$ cat src/rtl/axis_chk_pkg.sv
// Shared types and constants for the AXIS read-data checker: FSM states,
// LFSR tap mask, default seed and the LFSR step function.
package axis_chk_pkg;

  typedef enum logic [1:0] {
    IDLE  = 2'd0,
    RUN   = 2'd1,
    STALL = 2'd2,
    DONE  = 2'd3
  } state_t;

  localparam int          LFSR_W       = 16;
  // Feedback taps at bits 15, 13, 12 and 10.
  localparam logic [15:0] LFSR_TAPS    = 16'hB400;
  localparam logic [15:0] DEFAULT_SEED = 16'hACE1;

  function automatic logic [15:0] lfsr_step(input logic [15:0] cur);
    return {cur[14:0], ^(cur & LFSR_TAPS)};
  endfunction

endpackage

$ cat src/rtl/axis_lfsr16.sv
// 16-bit Fibonacci LFSR producing the expected data pattern; load restarts
// the sequence at SEED, enable advances it by one step.
module axis_lfsr16
  import axis_chk_pkg::*;
#(
  parameter logic [15:0] SEED = DEFAULT_SEED
) (
  input  logic        i_clk,
  input  logic        i_rst,
  input  logic        i_load,
  input  logic        i_en,
  output logic [15:0] o_value
);

  logic [15:0] r_value;
  logic [15:0] w_next;

  // Next value: load beats advance so a restart never skips the seed word.
  always_comb begin
    w_next = r_value;
    if (i_load) begin
      w_next = SEED;
    end else if (i_en) begin
      w_next = lfsr_step(r_value);
    end else begin
      w_next = r_value;
    end
  end

  // State register with synchronous reset to the seed.
  always_ff @(posedge i_clk) begin
    if (i_rst) begin
      r_value <= SEED;
    end else begin
      r_value <= w_next;
    end
  end

  assign o_value = r_value;

endmodule

$ cat config.mk
export PLATFORM = sky130hd
export DESIGN_NAME = axis_lfsr16
export DESIGN_NICKNAME = d
export VERILOG_FILES = /design/src/rtl/axis_chk_pkg.sv /design/src/rtl/axis_lfsr16.sv
export SDC_FILE = /design/constraint.sdc
export NUM_CORES = 1
export LEC_CHECK = 0
export ABC_AREA = 1
export CELL_PAD_IN_SITES_DETAIL_PLACEMENT = 1
export CELL_PAD_IN_SITES_GLOBAL_PLACEMENT = 1
export CORE_MARGIN = 2
export CORE_UTILIZATION = 41
export CTS_CLUSTER_DIAMETER = 40
export DETAILED_ROUTE_END_ITERATION = 7
export DONT_BUFFER_PORTS = 1
export GPL_TIMING_DRIVEN = 0
export PLACE_DENSITY_LB_ADDON = 0.15
export SYNTH_ARGS = -nofsm -noshare
export SYNTH_HDL_FRONTEND = slang
export SYNTH_SLANG_ARGS = --single-unit
$ cat constraint.sdc
create_clock -name i_clk -period 1.2 [get_ports i_clk]
set_clock_uncertainty 0.2 [all_clocks]
set_input_delay 0.18 -clock i_clk [delete_from_list [all_inputs] [get_ports i_clk]]
set_output_delay 0.18 -clock i_clk [all_outputs]
set_load 0.05 [all_outputs]
==> metrics.txt <==
status complete, but fails checks; failing checks hold timing; Worst Path Max Fanout 3; r2r worst-path depth 6; initial antenna violation count 0; Tcrit/Tclk final 0.9683; total CTS buffers 3; average vias per placed instance 5.250; number of DRC markers in iteration 0 11; ANT nets after route 0; Power Density 1345 nW/um2; largest net degree at the start of global routing 11; YS warnings 0; Area growth syn-to-layout 19.02%; Hold Path Class in2reg; vias in the first global route 590; Worst-Skew Late Latency 270 ps; clock tree from TritonCTS done; commonest cells after routing, fill and taps aside 37 x nand2_1, 15 x dfxtp_4, 7 x a21oi_1, 4 x o211ai_1, 4 x nand3_1; DR pass1 iterations 3; Hold EP o_value[1]$_SDFFE_PP0P_; DIE WIDTH 44.26 um; Final Hold Fails 5; CTS root buf clkbuf_4; Synth Register Bits 16; grt ovf 0; final WL 1.438 mm; non-filler cells, final 104; Worst Setup Start Kind flop; Req. time, crit path 820 ps; Rel. slew slack 0.8117; Syn Area/Cell 8.005 um2; Inst Count DP 99; worst min-delay path startpoint i_en; final RePlAce weighted congestion 0.6801; Crit Reg-Reg Endpoint o_value[0]$_SDFFE_PP1P_; number of placement rows 14; CP endpoint kind output port; Hold Path Depth 3; CTS clk-pin slew, worst paths 90 ps; overall routing resource usage 0.1703; f_max 860.6 MHz; critical path class reg2out; post-cts hold buffer count 3; Starting Density 0.4410; Filler Cell Count 185; routed length per instance 13.83 um; RR Startpoint o_value[12]$_SDFFE_PP0P_; final setup TNS 0 ps; Syn Inst Count 83; Hold WS -41.55 ps; Final Max Tran Viols 0; DRC violations left 0; die area 1959 um2; most common cell after layout, fill and taps aside nand2_1; H-tree lvl count 1; leakage 0.0003191 uW; Max VDD drop 720.6 uV; # setup viols final 0; detailed-route via count 546; register area share after synthesis 0.4821; worst slew pin tran 282.5 ps; unrepaired setup endpoints after global routing true; n_diodes 0; max reg flops 16; core area 1506 um2; layout cell share with drive strength beyond 1 0.3864; CTS Buffer Depth 2; synth unique cells 13; DIE HEIGHT 44.26 um; CP Data Arrival Time 780 ps; hpwl dp 1.001 mm; global-route wire length before repair 2.525 mm; NumNets Final 93; maxcap violations 0; Top Ports 20; Mapped Area 664.4 um2; Final Critical Period 1162 ps; Num Clock Sinks 16; Syn Nets 87; postcts setup bufs 0; I/O Buffers 0; Reg2Reg Setup Slack 80 ps
[routing by layer]
metal | track usage | wire length [um]
met1 | 0.2101 | 635
met2 | 0.2912 | 721
met3 | 0.05306 | 71
met4 | 0.03636 | 10
met5 | 0 | 0
[power by group]
group	total (uW)	leakage, uW	switching [uW]	internal (uW)
clock network	347	0.0000210	163	184
registers	617	0.000136	86.3	530
logic	99.4	0.000162	59.9	39.5
total	1060	0.000319	309	754
[per-stage QoR]
stage / worst slack [ps] / power [uW] / utilization / instance area [um2]
2_1_floorplan: 53.88 / 723.5 / - / 669.4
3_3_place_gp: -27.98 / 741.9 / 0.4576 / 689.4
3_5_place_dp: -59.12 / 745.6 / 0.4576 / 689.4
4_1_cts: 2.823 / 1105 / 0.5183 / 780.7
5_1_grt: -6.498 / 1124 / 0.5249 / 790.8
6_report: 38.04 / 1063 / 0.5249 / 790.8
[cell type report]
type	count	area, um2	share of cell area
tap	16	20.02	0.02532
inverter	6	40.04	0.05063
sequential	16	377.9	0.4778
clock buffer	4	36.28	0.04589
buffer	4	41.29	0.05222
multi-input combinational	57	265.3	0.3354
timing repair buffer	1	10.01	0.01266
[worst reg2reg max path, stage by stage (launching register included)]
cell     delay, ps
dfxtp_4        420
inv_2          110
nand2_1         50
nand2_1         70
nand2_1         60
nand3_1         80
nand2_1         50
[cells by family after synthesis]
kind of cell    after synthesis  synth area share
simple gates                 42            0.2486
buf+inv                      10            0.1187
compound gates               15            0.1507
flops                        16            0.4821
[worst max-delay path by stage]
stage | startpoint | endpoint | slack, ps | cells past startpoint
2_1_floorplan | o_value[12]$_SDFFE_PP0P_ | o_value[0]$_SDFFE_PP1P_ | 50 | 6
3_3_place_gp | o_value[10]$_SDFFE_PP1P_ | o_value[0]$_SDFFE_PP1P_ | -30 | 6
3_5_place_dp | o_value[10]$_SDFFE_PP1P_ | o_value[0]$_SDFFE_PP1P_ | -60 | 6
4_1_cts | o_value[10]$_SDFFE_PP1P_ | o_value[0]$_SDFFE_PP1P_ | 3 | 6
5_1_grt | o_value[12]$_SDFFE_PP0P_ | o_value[0]$_SDFFE_PP1P_ | -6 | 6
6_report | o_value[5]$_SDFFE_PP1P_ | o_value[5] | 40 | 0
[Yosys cell counts, drive strengths merged]
master,n,area share
a21oi,9,0.079
buf,4,0.062
clkinv,1,0.024
dfxtp,16,0.48
inv,5,0.032
nand2,37,0.21
nand3,4,0.030
o211ai,4,0.045
o21ai,2,0.026
or2,1,0.0094
[what timing repair did]
action	CTS	global route
endpoints found under the setup margin	16	16
gates resized for setup	16	16
endpoints found under the hold margin	5	5
Power figures use the tool's default switching activity.
==> RTL edit, RTL diff (same settings) <==
Make the reset (`i_rst`) asynchronous in one clocked block. Comments in the files are not updated.
--- a/src/rtl/axis_lfsr16.sv
+++ b/src/rtl/axis_lfsr16.sv
@@ -28,7 +28,7 @@
   end
 
   // State register with synchronous reset to the seed.
-  always_ff @(posedge i_clk) begin
+  always_ff @(posedge i_clk or posedge i_rst) begin
     if (i_rst) begin
       r_value <= SEED;
     end else begin
Behaviour: differs if i_rst is asserted again (counterexample within 4 cycles, from zero or initial values and one cycle with i_rst high); with i_rst held inactive, the same outputs for 10 cycles.
==> RTL edit against the unedited design <==
The run ends with negative hold slack, negative setup slack left. Setup slack worse by 240 ps. Count of clock-buffer cells in the layout stayed put. Power grew 17%. Combinational power increased by 46%. Synthesized area grew 8.3%. Cell area up 8.7%. Wire length down 7.4%. Sequential cell count unchanged. Critical endpoint is now o_value[10]. Largest power group unchanged.
==> RTL edit: results (changes against the unedited design) <==
| Metric | Value | Change |
| --- | --- | --- |
| Crit path arrival time | 1020 ps | was 780 ps |
| # nets final | 79 | was 93 |
| Instance area after placement | 742 sq um | was 689 sq um |
| Status | finished, violations left | unchanged |
| Violated checks | negative hold slack, negative setup slack | was negative hold slack |
| Number of failing setup endpoints in the final timing report | 18 | was 0 |
| Mean routed wirelength per cell | 14.6 microns | was 13.8 microns |
| Max Fanout on Critical Path | 4 | was 3 |
| Smallest hold slack | -198 ps | was -41.6 ps |
| Leakage power | 0.362 nW | was 0.319 nW |
| Post-detail-place hpwl | 975 microns | was 1.00 mm |
| Most instantiated flip-flop cell in the synthesis netlist | sky130_fd_sc_hd__dfstp_2 | was sky130_fd_sc_hd__dfxtp_1 |
| Number of violations reported at the end of detailed-routing iteration 0 | 3 | was 11 |
| Wire length of the first global-routing pass | 2.17 mm | was 2.53 mm |
| Via count of the first global-routing pass | 520 | was 590 |
| End of the worst register-to-register path | o_value[0]$_DFFE_PP1P_ | was o_value[0]$_SDFFE_PP1P_ |
| Startpoint of the worst setup timing path | o_value[10]$_DFFE_PP1P_ | was o_value[5]$_SDFFE_PP1P_ |
| Total number of vias | 493 | was 546 |
| Sequential cell area fraction in the yosys report | 57.0% | was 48.2% |
| Pin count of the biggest net entering global routing | 17 | was 11 |
| Detailed-router iteration count before antenna repair | 2 | was 3 |
| Measured slew at the worst slew-check pin | 582 ps | was 282 ps |
| Fraction of layout instances using a drive strength above 1 | 63.5% | was 38.6% |
| Post-Synthesis Net Count | 72 | was 87 |
| Endpoint with the worst hold slack | o_value[0]$_DFFE_PP1P_ | was o_value[1]$_SDFFE_PP0P_ |
| Final weighted congestion in routability-driven placement | 0.661 | was 0.680 |
| Final Hold Vio Count | 16 | was 5 |
| Worst Setup Slack, final | -198 ps | was 38.0 ps |
| Maximum ir drop on the vdd rail | 769 uV | was 721 uV |
==> RTL edit: changes by cell type after synthesis, sizes merged, moves of 4 or more <==
cell	delta
a21oi	-8
a22oi	+7
buf	-4
dfrtp	+8
dfstp	+8
dfxtp	-16
inv	+14
nand2	-24
o211ai	-4
o22ai	+7
==> RTL edit: worst max-delay path by stage <==
stage,endpoint,slack (ps),depth (start not counted)
after floorplan,o_value[0]$_DFFE_PP1P_,-110,6
after global routing,o_value[10],-230,0
after global placement,o_value[0]$_DFFE_PP1P_,-200,6
after detailed placement,o_value[0]$_DFFE_PP1P_,-190,6
final,o_value[10],-200,0
after CTS,o_value[15],-210,0
==> RTL edit: area by class of cell <==
class | count | area (sq um)
well taps | 17 | 21.3
repair buffers | 2 | 21.3
flip-flops and latches | 16 | 432
fillers | 188 | 830
inverters | 19 | 78.8
clock buffers | 4 | 36.3
multi-input cells | 33 | 270
==> RTL edit: timing repair <==
action | CTS | global route
pin swaps | 4 | 5
buffers inserted | 0 | 1
gates resized for setup | 13 | 7
hold endpoints to repair | 24 | 16
setup endpoints to repair | 30 | 28
==> RTL edit: kinds of logic after synthesis <==
family	Yosys count	share of synthesized area [%]
compound gates	16	20.9
flops	16	57.0
simple gates	16	10.6
xor+xnor	1	1.22
buf+inv	19	10.3
==> RTL edit: stage by stage <==
| step | instances | setup WS [ps] | utilization [%] | power [mW] | TNS, ps |
|---|---|---|---|---|---|
| floorplan | 68 | -106 | - | 0.845 | -155 |
| global placement | 85 | -201 | 43.9 | 0.871 | -516 |
| detailed placement | 85 | -187 | 43.9 | 0.874 | -654 |
| CTS | 90 | -207 | 48.7 | 1.25 | -2090 |
| global route | 91 | -228 | 50.9 | 1.31 | -2750 |
| finish | 91 | -198 | 50.9 | 1.25 | -1890 |
==> RTL edit: layer usage <==
metal / GRT usage (%) / wire (microns) / up-vias
met3: 5.16 / 65 / 2
met5: 0 / 0 / -
met1: 17.8 / 575 / 248
met4: 8.57 / 13 / 0
li1: - / - / 234
met2: 23.9 / 677 / 9
==> RTL edit: power groups by stage <==
stage | sequential (mW) | combinational, mW | clock, mW
after floorplan | 0.743 | 0.102 | 0
after global placement | 0.750 | 0.122 | 0
after detailed placement | 0.751 | 0.124 | 0
after CTS | 0.750 | 0.133 | 0.369
after global routing | 0.757 | 0.164 | 0.391
final | 0.750 | 0.145 | 0.352
